<file path="src/rtl/laser_stream_driver.sv">
// ---------------------------------------------------------------------------
// laser_stream_driver
//
// Front end for the LASER circle-placement core. It holds a NUM_POINTS-entry
// target set, resets the core, and streams the points into it one per cycle.
// It then waits for the core's done flag, captures both circle centres, and
// scores them: the score is the number of points that lie inside either
// circle (dx^2 + dy^2 <= 16).
//
// Optional feature macro: LASER_DRV_TIMEOUT_EN
//   defined   : a 16-bit watchdog limits WAIT to TIMEOUT_CYC cycles; on expiry
//               the run aborts with res_timeout=1, res_valid=1, score=0 and
//               the captured centres set to 0.
//   undefined : no watchdog is built, WAIT lasts until done, res_timeout=0.
//
// Ports
//   clk, rst_n                   clock (rising edge), async active-low reset
//   ld_valid, ld_idx, ld_x, ld_y point write port (IDLE only)
//   start                        run request (IDLE only)
//   lsr_rst                      active-high reset to the core
//   x, y                         point stream to the core
//   c1x, c1y, c2x, c2y, done     core result centres and completion flag
//   busy                         high in every state except IDLE
//   res_valid, res_timeout       result available / last run aborted
//   score                        covered-point count
//   cap_c1x .. cap_c2y           captured centres
// ---------------------------------------------------------------------------
module laser_stream_driver #(
    parameter int NUM_POINTS  = 40,
    parameter int IDX_W       = 6,
    parameter int TIMEOUT_CYC = 4096
) (
    input  logic             clk,
    input  logic             rst_n,
    input  logic             ld_valid,
    input  logic [IDX_W-1:0] ld_idx,
    input  logic [3:0]       ld_x,
    input  logic [3:0]       ld_y,
    input  logic             start,
    output logic             lsr_rst,
    output logic [3:0]       x,
    output logic [3:0]       y,
    input  logic [3:0]       c1x,
    input  logic [3:0]       c1y,
    input  logic [3:0]       c2x,
    input  logic [3:0]       c2y,
    input  logic             done,
    output logic             busy,
    output logic             res_valid,
    output logic             res_timeout,
    output logic [5:0]       score,
    output logic [3:0]       cap_c1x,
    output logic [3:0]       cap_c1y,
    output logic [3:0]       cap_c2x,
    output logic [3:0]       cap_c2y
);

    // state | meaning
    // IDLE  | accept point writes, wait for start
    // RSTC  | one cycle with the core held in reset, point 0 already on x/y
    // SEND  | NUM_POINTS cycles, point k on x/y in SEND cycle k
    // WAIT  | wait for done (optionally bounded by the watchdog)
    // SCORE | NUM_POINTS cycles, one point tested against both centres per cycle
    localparam logic [2:0] ST_IDLE  = 3'd0;
    localparam logic [2:0] ST_RSTC  = 3'd1;
    localparam logic [2:0] ST_SEND  = 3'd2;
    localparam logic [2:0] ST_WAIT  = 3'd3;
    localparam logic [2:0] ST_SCORE = 3'd4;

    localparam logic [IDX_W-1:0] LAST_IDX  = IDX_W'(NUM_POINTS - 1);
    localparam logic [5:0]       SCORE_MAX = 6'(NUM_POINTS);

    // Elaboration-time marker: a watchdog limit outside 1..65536 cannot be
    // represented by the 16-bit counter.
    if (TIMEOUT_CYC < 1 || TIMEOUT_CYC > 65536) begin : g_timeout_cfg_out_of_range
    end

    // Coverage test for radius 4 written as a per-dx limit on dy, which is
    // cheaper than squaring and equivalent for integer offsets.
    function automatic logic covers(input logic [3:0] px, input logic [3:0] py,
                                    input logic [3:0] cx, input logic [3:0] cy);
        logic [3:0] dx;
        logic [3:0] dy;
        logic       hit;
        dx = (px >= cx) ? (px - cx) : (cx - px);
        dy = (py >= cy) ? (py - cy) : (cy - py);
        case (dx)
            4'd0:       hit = (dy <= 4'd4);
            4'd1, 4'd2: hit = (dy <= 4'd3);
            4'd3:       hit = (dy <= 4'd2);
            4'd4:       hit = (dy == 4'd0);
            default:    hit = 1'b0;
        endcase
        return hit;
    endfunction

    logic [7:0]       mem_q [NUM_POINTS];

    logic [2:0]       state_q,     state_d;
    logic [IDX_W-1:0] cnt_q,       cnt_d;
    logic             lsr_rst_q,   lsr_rst_d;
    logic [3:0]       x_q,         x_d;
    logic [3:0]       y_q,         y_d;
    logic             busy_q,      busy_d;
    logic             res_valid_q, res_valid_d;
    logic [5:0]       score_q,     score_d;
    logic [3:0]       cap_c1x_q,   cap_c1x_d;
    logic [3:0]       cap_c1y_q,   cap_c1y_d;
    logic [3:0]       cap_c2x_q,   cap_c2x_d;
    logic [3:0]       cap_c2y_q,   cap_c2y_d;

`ifdef LASER_DRV_TIMEOUT_EN
    localparam logic [15:0] WDOG_LOAD = 16'(TIMEOUT_CYC - 1);
    logic [15:0] wdog_q, wdog_d;
    logic        res_timeout_q, res_timeout_d;
`endif

    logic             ld_wr_ok;
    logic [IDX_W-1:0] nxt_idx;
    logic [7:0]       pt0;
    logic [7:0]       score_pt;
    logic             score_hit;

    assign ld_wr_ok = (state_q == ST_IDLE) && ld_valid && (ld_idx <= LAST_IDX);
    assign nxt_idx  = cnt_q + 1'b1;

    // A write to slot 0 on the start edge must reach the stream in RSTC,
    // so forward it around the memory.
    assign pt0 = (ld_wr_ok && (ld_idx == '0)) ? {ld_x, ld_y} : mem_q[0];

    assign score_pt  = mem_q[cnt_q];
    assign score_hit = covers(score_pt[7:4], score_pt[3:0], cap_c1x_q, cap_c1y_q) |
                       covers(score_pt[7:4], score_pt[3:0], cap_c2x_q, cap_c2y_q);

    // Point memory is deliberately not reset.
    always_ff @(posedge clk) begin
        if (ld_wr_ok) begin
            mem_q[ld_idx] <= {ld_x, ld_y};
        end
    end

    always_comb begin
        state_d     = state_q;
        cnt_d       = cnt_q;
        lsr_rst_d   = 1'b0;
        x_d         = 4'd0;
        y_d         = 4'd0;
        res_valid_d = res_valid_q;
        score_d     = score_q;
        cap_c1x_d   = cap_c1x_q;
        cap_c1y_d   = cap_c1y_q;
        cap_c2x_d   = cap_c2x_q;
        cap_c2y_d   = cap_c2y_q;
`ifdef LASER_DRV_TIMEOUT_EN
        wdog_d        = wdog_q;
        res_timeout_d = res_timeout_q;
`endif

        case (state_q)
            ST_IDLE: begin
                if (start) begin
                    state_d     = ST_RSTC;
                    lsr_rst_d   = 1'b1;
                    res_valid_d = 1'b0;
                    score_d     = 6'd0;
                    {x_d, y_d}  = pt0;
`ifdef LASER_DRV_TIMEOUT_EN
                    res_timeout_d = 1'b0;
`endif
                end
            end

            ST_RSTC: begin
                state_d    = ST_SEND;
                cnt_d      = '0;
                {x_d, y_d} = mem_q[0];
            end

            ST_SEND: begin
                if (cnt_q == LAST_IDX) begin
                    state_d = ST_WAIT;
                    cnt_d   = '0;
`ifdef LASER_DRV_TIMEOUT_EN
                    wdog_d  = WDOG_LOAD;
`endif
                end else begin
                    cnt_d      = nxt_idx;
                    {x_d, y_d} = mem_q[nxt_idx];
                end
            end

            ST_WAIT: begin
                if (done) begin
                    state_d   = ST_SCORE;
                    cnt_d     = '0;
                    cap_c1x_d = c1x;
                    cap_c1y_d = c1y;
                    cap_c2x_d = c2x;
                    cap_c2y_d = c2y;
                end
`ifdef LASER_DRV_TIMEOUT_EN
                else if (wdog_q == 16'd0) begin
                    state_d       = ST_IDLE;
                    res_timeout_d = 1'b1;
                    res_valid_d   = 1'b1;
                    score_d       = 6'd0;
                    cap_c1x_d     = 4'd0;
                    cap_c1y_d     = 4'd0;
                    cap_c2x_d     = 4'd0;
                    cap_c2y_d     = 4'd0;
                end else begin
                    wdog_d = wdog_q - 16'd1;
                end
`endif
            end

            ST_SCORE: begin
                if (score_hit && (score_q != SCORE_MAX)) begin
                    score_d = score_q + 6'd1;
                end
                if (cnt_q == LAST_IDX) begin
                    state_d     = ST_IDLE;
                    cnt_d       = '0;
                    res_valid_d = 1'b1;
                end else begin
                    cnt_d = nxt_idx;
                end
            end

            default: begin
                state_d = ST_IDLE;
            end
        endcase

        busy_d = (state_d != ST_IDLE);
    end

    always_ff @(posedge clk or negedge rst_n) begin
        if (!rst_n) begin
            state_q     <= ST_IDLE;
            cnt_q       <= '0;
            lsr_rst_q   <= 1'b1;
            x_q         <= 4'd0;
            y_q         <= 4'd0;
            busy_q      <= 1'b0;
            res_valid_q <= 1'b0;
            score_q     <= 6'd0;
            cap_c1x_q   <= 4'd0;
            cap_c1y_q   <= 4'd0;
            cap_c2x_q   <= 4'd0;
            cap_c2y_q   <= 4'd0;
        end else begin
            state_q     <= state_d;
            cnt_q       <= cnt_d;
            lsr_rst_q   <= lsr_rst_d;
            x_q         <= x_d;
            y_q         <= y_d;
            busy_q      <= busy_d;
            res_valid_q <= res_valid_d;
            score_q     <= score_d;
            cap_c1x_q   <= cap_c1x_d;
            cap_c1y_q   <= cap_c1y_d;
            cap_c2x_q   <= cap_c2x_d;
            cap_c2y_q   <= cap_c2y_d;
        end
    end

`ifdef LASER_DRV_TIMEOUT_EN
    always_ff @(posedge clk or negedge rst_n) begin
        if (!rst_n) begin
            wdog_q        <= 16'd0;
            res_timeout_q <= 1'b0;
        end else begin
            wdog_q        <= wdog_d;
            res_timeout_q <= res_timeout_d;
        end
    end

    assign res_timeout = res_timeout_q;
`else
    assign res_timeout = 1'b0;
`endif

    assign lsr_rst   = lsr_rst_q;
    assign x         = x_q;
    assign y         = y_q;
    assign busy      = busy_q;
    assign res_valid = res_valid_q;
    assign score     = score_q;
    assign cap_c1x   = cap_c1x_q;
    assign cap_c1y   = cap_c1y_q;
    assign cap_c2x   = cap_c2x_q;
    assign cap_c2y   = cap_c2y_q;

endmodule

</file>
<file path="config.mk">
export PLATFORM = sky130hd
export DESIGN_NAME = laser_stream_driver
export DESIGN_NICKNAME = d
export VERILOG_FILES = /design/src/rtl/laser_stream_driver.sv
export SDC_FILE = /design/constraint.sdc
export NUM_CORES = 1
export LEC_CHECK = 0
export CAP_MARGIN = 40
export CORE_ASPECT_RATIO = 1.2
export CORE_MARGIN = 3
export CORE_UTILIZATION = 46
export CTS_CLUSTER_SIZE = 28
export DETAILED_ROUTE_END_ITERATION = 8
export SLEW_MARGIN = 20
export SYNTH_ARGS = -nofsm -noshare
export SYNTH_HDL_FRONTEND = slang
export SYNTH_SLANG_ARGS = --single-unit
</file>
<file path="constraint.sdc">
create_clock -name clk -period 5.4 [get_ports clk]
set_clock_uncertainty 0.2 [all_clocks]
set_input_delay 1.08 -clock clk [delete_from_list [all_inputs] [get_ports clk]]
set_output_delay 1.08 -clock clk [all_outputs]
set_load 0.005 [all_outputs]
</file>
# Yosys cells after proc, flatten, opt, wreduce, memory -nomap -nowiden
# Memory sizes are Yosys's and may differ from the RTL's.
# Cells that the tools add are included.
[classes] add_sub_neg=10 n_mul=0 div=0 n_lt_le_gt_ge=11 eq_ne=18 n_shift=0 mux=31 n_bitwise=1 reduce_logical=20
[ops] operator="$mux 4" count=8
[ops] operator="$sub 4x4->4" count=8
[ops] operator="$mux 6" count=4
[ops] operator="$pmux 4 s3" count=2
[ops] operator="$pmux 6 s3" count=1
[ops] operator="$eq 4x2->1 const B" count=4
[ops] operator="$ge 4x4->1" count=4
[ops] operator="$le 4x2->1 const B" count=4
[ops] operator="$logic_not 4->1" count=4
[ops] operator="$pmux 3 s5" count=1
[ops] operator="$add 6x1->6 const B" count=2
[ops] operator="$mux 3" count=4
[ops] operator="$pmux 6 s2" count=1
[ops] operator="$eq 4x1->1 const B" count=2
[ops] operator="$eq 4x3->1 const B" count=2
[ops] operator="$le 4x3->1 const B" count=2
[ops] operator="$mux 8" count=1
[ops] operator="$ne 2x2->1 const B" count=4
[ops] operator="$pmux 1 s4" count=2
[ops] operator="$eq 3x2->1 const B" count=2
[ops] operator="$eq 6x6->1 const B" count=1
[ops] operator="$le 6x6->1 const B" count=1
[ops] operator="$logic_not 6->1" count=1
[ops] operator="$mux 1" count=6
[ops] operator="other kinds (12)" count=20
[word_totals] register_bits=42 latchBits=0 ram_bits=320 rom_bits=0 word_cells=104 mem_count=1
[memory_table] memory="mem_q" depth=40 word_bits=8 rd=3 rd_ports_with_merged_regs=0 write_ports=1 line_no="97" source="logic [7:0] mem_q [NUM_POINTS];"

# Logic depth before layout (Yosys ltp)
# An unclocked memory read counts as a cell.
[logic_depth] word_depth=10 ltp_mapped=22

# Worst setup path before layout
# No wires, ideal clock.
[synth_path] kind="reg-to-reg" startpoint="register cnt_q[0]" endpoint="register score_q[2], in the netlist score[2]" t_arrival_ns=4.597 setup_slack_ns=0.471 stages_incl_launch_ff=18 n_path_buf=3 synth_period_minus_slack_ns=4.929 cell_sequence="dfrtp_1 -> buf_6 -> buf_6 -> buf_1 -> mux4_2 -> mux4_2 -> mux2_2 -> o21ai_2 -> inv_1 -> fa_1 -> a21o_1 -> a221o_1 -> o2111a_2 -> a2111oi_4 -> nand4_1 -> o22ai_2 -> nor2_1 -> or3_1"
[synth_via] elab_chain_len=10 elab_cells_between_ends=43 cone_classes="add/sub (8); order compare (10); eq/ne (9); mux (6); bitwise (1); reduce/logical (8); memory (1)"
[synth_lines] element="start, declared" line_no="100" source="logic [IDX_W-1:0] cnt_q, cnt_d;"
[synth_lines] element="start signal, assigned" line_no="254" source="cnt_q <= cnt_d;"
[synth_lines] element="$mem_v2 40x8 (*)"
[synth_lines] element="branches (longest 5 deep; another with $sub 4x4->4)"
[synth_lines] element="$or 1x1->1 (*)" line_no="132" source="assign score_hit = covers(score_pt[7:4], score_pt[3:0], cap_c1x_q, cap_c1y_q) |"
[synth_lines] element="$logic_and 1x1->1 (*)" line_no="218" source="if (score_hit && (score_q != SCORE_MAX)) begin"
[synth_lines] element="$ne 2x2->1 (no source line) (*)"
[synth_lines] element="$reduce_and 3->1 (no source line) (*)"
[synth_lines] element="end signal, assigned" line_no="260" source="score_q <= score_d;"
[synth_lines] element="end, declared" line_no="106" source="logic [5:0] score_q, score_d;"
# Every way passes the cells marked *.
# A chain may end at the register's enable or synchronous reset.

# Worst setup path in the final report
[layout_path] startpoint="register cnt_q[1]" endpoint="register score_q[2], in the netlist score[2]"
# Same word-level chain as after synthesis.

==> metrics.yaml <==
placement:
  place_congestion: 0.885
  place_hpwl_um: 34500
  io_buffers: 67
  dp.cells: 1660
cells_and_area:
  fin_cells: 1736
  nFillCells: 3015
  drive_gt1_share_pct: 33.2
  final_cell_mix: "edfxtp_1, mux4_2, buf_4, clkdlybuf4s50_1, nor2_1"
  fin_nets: 1256
  areaGrowthSynthToFinish_pct: 18.0
  final_common_cell: "edfxtp_1"
power_and_ir_drop:
  seqPwrFrac_pct: 27.8
  p_int_mw: 7.91
  total_power_mw: 12.2
  pwr-share-comb_pct: 50.7
  leakagePower_nw: 7.29
  p_switching_mw: 4.33
  power_density_mw_per_mm2: 567
  ir_drop_uv: 268
  clock_power_share_pct: 21.5
  swShare_pct: 35.4
clock_tree:
  clock_sinks: 362
  clk_latency_ps: 530
  htree_num_levels: 2
  cts_max_path_buffers: 3
  path_clk_slew_ps: 60
  hold_buffers: 0
  cts_tree: "built"
  cts-buffers-inserted: 38
  cts-root-buf: "clkbuf_16"
floorplan:
  ios: 69
  die_y_um: 224
  die_w_um: 188
  initial_core_util_pct: 46.9
  row_count: 79
  die-area_mm2: 0.0422
  core_mm2: 0.0390
yosys:
  yosysSeqAreaShare_pct: 58.3
  synth_area_leader_cell: "edfxtp_1"
  syn_nets: 1109
  synth_area_mm2: 0.0183
  muxShareOfSynthArea_pct: 26.1
  synth_xor_area_share_pct: 0.369
  yosys_warnings: 0
  yosys.area_share.simple_pct: 4.90
  synthArstFlopShare_pct: 11.6
  synth_compound_area_share_pct: 4.37
  synth_top_area_share_pct: 52.5
  synth-edff-count: 320
  yosysUniqueCellTypes: 68
  synth_top_family_by_area: "multiplexers"
  synthAdderAreaFrac_pct: 3.05
  ys_seq_elements: 362
  synthCells: 1035
  avgSynthCellArea_um2: 17.7
  ys.flop_type: "edfxtp_1"
  synthTopCellsByArea: "edfxtp_1, mux4_2, dfrtp_1, ha_1, mux2_2"
setup_path:
  crit_path_end_kind: "register"
  crit_fanout: 15
  required_ps: 5600
  cp.arrival_ps: 5440
  criticalPathCategory: "register to register"
  critPathLaunchType: "register"
global_routing:
  gr-total-overflow: 0
  grt_pass1_vias: 10900
  grt_start_max_net_pins: 42
  grt_usage_pct: 23.0
  grt_antenna_before_repair: 1
  grt_pass1_wl_um: 71600
routing:
  wl_um: 48400
  first_iter_violations: 824
  viasPerCell: 6.13
  ant_nets: 0
  drc: 0
  first_pass_iters: 5
  wl_per_cell_um: 27.9
  vias: 10600
sta:
  worstMarginPinSlew_ps: 884
  slew_violations: 0
  fin_crit_ps: 5250
  setup_viol: 0
  slew_headroom_pct: 40.6
  post-route-period-util_pct: 97.2
  hold_viol_final: 0
  max_freq_mhz: 191
  holdWs_ps: 277
run:
  drv_cap: 0
run_status:
  status: "finished clean"
hold_path:
  min_path_type: "primary input to async pin"
[path summary, 6_finish.rpt]
kind                       startpoint          to  slack (ps)  cells past startpoint
setup reg to reg             cnt_q[1]    score[2]         150                     17
hold reg to reg             res_valid   res_valid         320                      1
max in group asynchronous       rst_n     lsr_rst        4140                      2
min in group clk            res_valid   res_valid         320                      1
setup / recovery             cnt_q[1]    score[2]         150                     17
hold / removal                  rst_n  cap_c2x[1]         280                      1
[registers in the layout, summed over array words and instances, names as in the netlist, 4 cells and up]
signal,count
cap_c1x,4
cap_c1y,4
cap_c2x,4
cap_c2y,4
cnt_q,6
mem_q,320
score,6
x,4
y,4
[final cells by class]
type | instances | area (µm²) | share of cell area [%]
Antenna cell | 1 | 2.50 | 0.0116
Inverter | 49 | 184 | 0.852
Tap cell | 526 | 658 | 3.05
Sequential cell | 362 | 10700 | 49.4
Timing Repair Buffer | 165 | 1690 | 7.85
Clock inverter | 16 | 208 | 0.962
Multi-Input combinational cell | 566 | 7150 | 33.1
Clock buffer | 51 | 1020 | 4.73
[metal layers]
layer | wire [µm] | global-route usage, % | share of wire [%] | vias to the layer above
li1 | - | - | - | 4562
met1 | 19000 | 30.3 | 39 | 5590
met2 | 24600 | 39.2 | 51 | 395
met3 | 2920 | 3.38 | 6.0 | 88
met4 | 1930 | 8.91 | 4.0 | 0
met5 | 0 | 0 | 0 | -
[power groups by stage]
stage                     combinational (mW)  sequential (mW)  clock [mW]
after global placement                  6.00             3.47           0
after floorplan                         4.31             3.34           0
after detailed placement                6.09             3.46           0
after CTS                               6.12             3.40        2.68
final                                   6.20             3.40        2.64
after global routing                    6.63             3.43        2.80
[metrics by stage]
| step | cell area (µm²) | setup WS (ps) | setup TNS (ps) | util (%) |
|---|---|---|---|---|
| final | 21600 | 153 | 0 | 55.3 |
| after global routing | 21600 | -12.7 | -12.7 | 55.3 |
| after CTS | 21400 | 54.7 | 0 | 54.9 |
| after detailed placement | 20200 | 96.3 | 0 | 51.8 |
| after global placement | 19900 | 143 | 0 | 50.9 |
| after floorplan | 18300 | 471 | 0 | - |
[critical path, cell delays in order, from the launching register on]
cell       delay (ps)
dfrtp_4           540
buf_12            140
clkbuf_16         200
mux4_2            530
mux4_2            460
mux2_2            330
o21ai_2           160
inv_1             140
fa_1              480
a211oi_1          240
o21bai_1          140
mux2_2            300
or3_1             300
nand4_1           190
o22ai_4           120
buf_6             150
and3b_1           170
or3_1             310
[cells by family after synthesis]
family,Yosys count
fa+ha+maj,40
other cells,1
simple gates,171
xor+xnor,6
mux,234
compound gates,114
buf+inv,107
flops,362
[repair_timing]
item | 4_1_cts | 5_1_grt
setup buffers | 0 | 5
gates resized for setup | 0 | 5
endpoints found under the setup margin | 0 | 5
[synthesized netlist by cell type (4+ instances only)]
cell type and n:
nand3b_1 10, ha_1 31, buf_1 6, nand4_1 4, buf_2 20, clkbuf_1 14, mux4_2 192, edfxtp_1 320
nor2b_1 17, nor3_1 5, nor2_1 57, o21ai_1 4, a222oi_1 8, o21a_1 4, dfrtp_1 41, o21ai_0 19
a211oi_1 14, fa_1 8, inv_1 48, nand2b_1 8, buf_6 10, mux2i_1 16, mux2_2 26, o21ai_2 6
a21o_1 4, a21oi_1 32, buf_4 7, nand3_1 19, nand2_1 28, or3_1 5
Note: power is estimated with default switching activity, not from simulation.
==> RTL edit 1 (same flow settings) <==
Set the parameter `NUM_POINTS` to 80 (it was 40).
--- a/src/rtl/laser_stream_driver.sv
+++ b/src/rtl/laser_stream_driver.sv
@@ -27,5 +27,5 @@
 // ---------------------------------------------------------------------------
 module laser_stream_driver #(
-    parameter int NUM_POINTS  = 40,
+    parameter int NUM_POINTS  = 80,
     parameter int IDX_W       = 6,
     parameter int TIMEOUT_CYC = 4096
Function: no difference found for any inputs over 4 cycles, from zero or initial values and one cycle with rst_n low; that may be too few to reach the edited logic, so the function may still have changed.
==> RTL edit 1 against the original RTL <==
Setup slack worse by 33 ps. Core utilization is 1.3 points higher. Non-clock buffer count is 9 lower. Sequential cell count is 192 higher. Power is 50% higher. Routed wire length is 18% higher. Final area is 50% higher. Synthesized area is 46% higher. Critical endpoint is now score[5]. Largest cell class unchanged. Highest routed layer unchanged.
==> RTL edit 1: results <==
[status]
status = finished clean

[power]
vdd_drop_max_mv = 0.3238
switchingPower_mw = 6.160
p_leak_nw = 11.70

[logic_synthesis]
synth_common_cells = edfxtp_1, mux4_2, buf_2, dfrtp_1, inv_1
synthArstFlopShare_pct = 7.581
synth.area.top_cells = edfxtp_1, mux4_2, dfrtp_1
yosysUniqueCellTypes = 61
yosysSeqAreaShare_pct = 61.44
synth-edff-count = 512

[clock_tree]
numCtsBuffers = 56
worstSkewPairLatency_ps = 620

[drt]
num_vias = 14430
totalWireLength_mm = 57.33

[placed_design]
pre_cts_ws_ps = -127.5
gp_congestion = 0.8272
hpwl_mm = 37.35

[setup_path]
crit_arrival_ps = 5580
reg2reg_depth = 18
crit_path_max_fanout = 8
cpMaxStageDelayCell = mux4_2

[worst_hold_path]
holdCritPathClass = flop to flop

[layout]
largest_reg_flops = 512
final_nets = 1905
antenna_cells = 0

[grt]
antenna_found_initial = 0
grt_pass1_vias = 14960
grt_first_pass_wirelength_mm = 88.23
track_usage_pct = 19.15

[sta]
slew_headroom_pct = 49.36
==> RTL edit 1: logic make-up (layout without fill, tap and decap cells) <==
group           Yosys count  after routing  share of synthesized area [%]
other cells               1            385                        0.01403
buf+inv                 126            304                          2.228
simple gates            120            120                          2.228
flops                   554            554                          61.44
compound gates           97             97                          2.410
xor+xnor                  6              6                         0.1966
mux                     373            373                          29.43
fa+ha+maj                39             39                          2.050
==> RTL edit 1: cell type report <==
class,count,area [sq um]
inverters,43,161.4
clock buffers,68,1446
repair buffers,156,1763
clock inverters,37,415.4
flip-flops and latches,554,16440
well taps,735,919.6
multi-input cells,1020,11280
fillers,4511,24870
==> RTL edit 1: what timing repair did <==
action                     in CTS  in global routing
gates resized for setup         6                 12
setup endpoints to repair       4                  6
pin swaps                       1                  1
gates cloned                    1                  2
buffers inserted                4                 15
hold buffers                    0                  0
==> RTL edit 1: path summary, 6_finish.rpt <==
kind / slack [ps] / endpoint / startpoint
worst max-delay path: 120 / score[5] / cnt_q[1]
worst min-delay path: 330 / res_valid / res_valid
worst max register to register: 120 / score[5] / cnt_q[1]
worst min register to register: 330 / res_valid / res_valid
max in group asynchronous: 4150 / cnt_q[1] / rst_n
min in group asynchronous: 370 / cap_c1y[3] / rst_n
==> RTL edit 1: power groups by stage <==
stage / Combinational [mW] / Clock (mW) / Sequential [mW]
detailed placement: 8.61 / 0 / 5.54
global route: 9.75 / 4.23 / 5.49
global placement: 8.52 / 0 / 5.52
finish: 9.04 / 3.94 / 5.44
floorplan: 6.31 / 0 / 5.32
CTS: 8.86 / 4.05 / 5.45
==> RTL edit 1: through the flow <==
step | cell area, sq um | hold WS (ps) | power (mW) | std cells | setup TNS, ps
floorplan | 28180 | 297.9 | 11.64 | 1700 | 0
finish | 32430 | 326.0 | 18.41 | 2613 | 0
CTS | 32200 | 335.5 | 18.36 | 2596 | 0
detailed placement | 30230 | 322.0 | 14.16 | 2486 | -269.0
global placement | 30040 | 302.5 | 14.04 | 2476 | -15.34
global route | 32430 | 335.8 | 19.47 | 2613 | -178.8
==> RTL edit 1: routing by layer <==
layer  vias to the layer above  global-route usage (%)  wire length (um)  part of all wire [%]
met5                         -                       0                 0                     0
met4                         0                   6.351              1840                   3.2
met3                       111                   3.696              3484                   6.1
met2                       390                   32.36             29360                    51
met1                      7614                   25.12             22650                    40
li1                       6312                       -                 -                     -
==> RTL edit 2 (same settings) <==
Made on the original files. The output `x` loses its register stage (`x_q` becomes a continuous assignment).
--- a/src/rtl/laser_stream_driver.sv
+++ b/src/rtl/laser_stream_driver.sv
@@ -241,5 +241,4 @@
             cnt_q       <= '0;
             lsr_rst_q   <= 1'b1;
-            x_q         <= 4'd0;
             y_q         <= 4'd0;
             busy_q      <= 1'b0;
@@ -254,5 +253,4 @@
             cnt_q       <= cnt_d;
             lsr_rst_q   <= lsr_rst_d;
-            x_q         <= x_d;
             y_q         <= y_d;
             busy_q      <= busy_d;
@@ -265,4 +263,6 @@
         end
     end
+
+    assign x_q = x_d;
 
 `ifdef LASER_DRV_TIMEOUT_EN
Formal check against the unedited RTL: not equivalent (Yosys sat finds a counterexample within 4 cycles, from zero or initial values and one cycle with rst_n low).
==> RTL edit 2 against the original RTL <==
Routed wire length is 3.1% higher. Hold slack improved by 25 ps. Register-to-register slack gained 60 ps. Die area is 1.5% lower. Sequential cell count down 4. Final area is 0.48% lower. Synthesized cell count is 1.4% lower. Power grew 5.7%. First-iteration DRC count grew 42%. Setup slack got worse by 98 ps. Synthesized area decreased by 1.5%. Critical path depth fell by 6. Final cell count decreased by 1.6%. Critical endpoint is now x[2]. Largest power group unchanged.
==> RTL edit 2: results <==
[power]
vdd_drop_max_mv = 0.3511
p_leak_nw = 7.282

[layout]
layout-drive-gt1-share_pct = 33.73
final_nets = 1236
largest_reg_flops = 320
fill_cells = 3032
antenna_cells = 0

[clock_tree]
clk_path_buf_depth = 3
clk_pin_slew_ps = 60
h-tree-depth = 2
cts_resized = 3
numCtsBuffers = 39
postCtsSetupBuffers = 2
worstSkewPairLatency_ps = 550
cts-root-buf = clkbuf_16

[drt]
num_vias = 10690
wl_met1_mm = 19.75
drtIter0Drc = 1172
maxUsedRoutingLayer = met4
route.met3.wl_mm = 3.792
wl_met2_mm = 24.99
totalWireLength_mm = 49.94
dr.pass1.iters = 6

[placed_design]
dpl-instance-area_sq_mm = 0.01993
io_buffers = 67
gp_congestion = 0.8729
hpwl_mm = 34.84

[logic_synthesis]
yosysUniqueCellTypes = 62
synth-warning-count = 0
synth.area.top_cells = edfxtp_1, mux4_2, dfrtp_1
syn-num-nets = 1095
yosysSeqAreaShare_pct = 58.62
synth_common_cells = edfxtp_1, mux4_2, nor2_1, inv_1, dfrtp_1
synthArstFlopShare_pct = 10.61

[grt]
track_usage_pct = 24.04
grt_start_max_net_pins = 41
antenna_found_initial = 0
met3_usage_pct = 3.898
grtUsageMet2_pct = 40.05
grt_first_pass_wirelength_mm = 73.51
met1_usage_pct = 33.02

[setup_path]
critPathMaxStageDelay_ps = 540
cpMaxStageDelayCell = dfrtp_4
crit_path_max_fanout = 14
rrSetupSlack_ps = 210
crit_family = multiplexers

[sta]
slew_headroom_pct = 39.47

[worst_hold_path]
holdCritPathClass = primary input to async pin

[status]
status = finished clean
RTL edit 2: where the power goes:
group          internal (mW)  switching (mW)  total [mW]
sequential              3.15           0.164        3.31
combinational           3.49            3.39        6.88
clock                   1.65            1.09        2.74
RTL edit 2: kinds of logic after synthesis:
family	after synthesis	share of synthesized area, %
xor+xnor	5	0.2431
compound gates	109	4.216
simple gates	169	4.938
other cells	1	0.02081
buf+inv	107	2.458
mux	232	26.40
fa+ha+maj	40	3.104
flops	358	58.62
RTL edit 2: final timing paths:
kind / start / to / depth (start not counted)
max: cnt_q[1] / x[2] / 11
min reg2reg: cap_c2y[3] / cap_c2y[3] / 1
min: rst_n / cap_c2y[0] / 1
min in group clk: cap_c2y[3] / cap_c2y[3] / 1
max reg2reg: cnt_q[1] / score[1] / 17
max in group asynchronous: rst_n / cnt_q[0] / 2
RTL edit 2: per-stage QoR:
step | power, mW | cells | TNS (ps) | hold WS [ps] | setup slack [ps]
after floorplan | 7.775 | 1021 | 0 | 297.9 | 208.0
after global placement | 9.869 | 1607 | 0 | 316.2 | 187.5
after detailed placement | 9.910 | 1627 | 0 | 321.4 | 118.1
after CTS | 12.72 | 1697 | 0 | 301.8 | 14.84
after global routing | 13.57 | 1709 | -12.39 | 337.0 | -7.533
final | 12.93 | 1709 | 0 | 301.7 | 54.59
RTL edit 2: area by class of cell:
class / instances / area, sq um / share of cell area, %
repair buffers: 157 / 1675 / 7.797
clock inverters: 17 / 252.7 / 1.176
flip-flops and latches: 358 / 10570 / 49.20
clock buffers: 51 / 1042 / 4.850
inverters: 50 / 187.7 / 0.8734
well taps: 520 / 650.6 / 3.028
multi-input cells: 556 / 7107 / 33.07
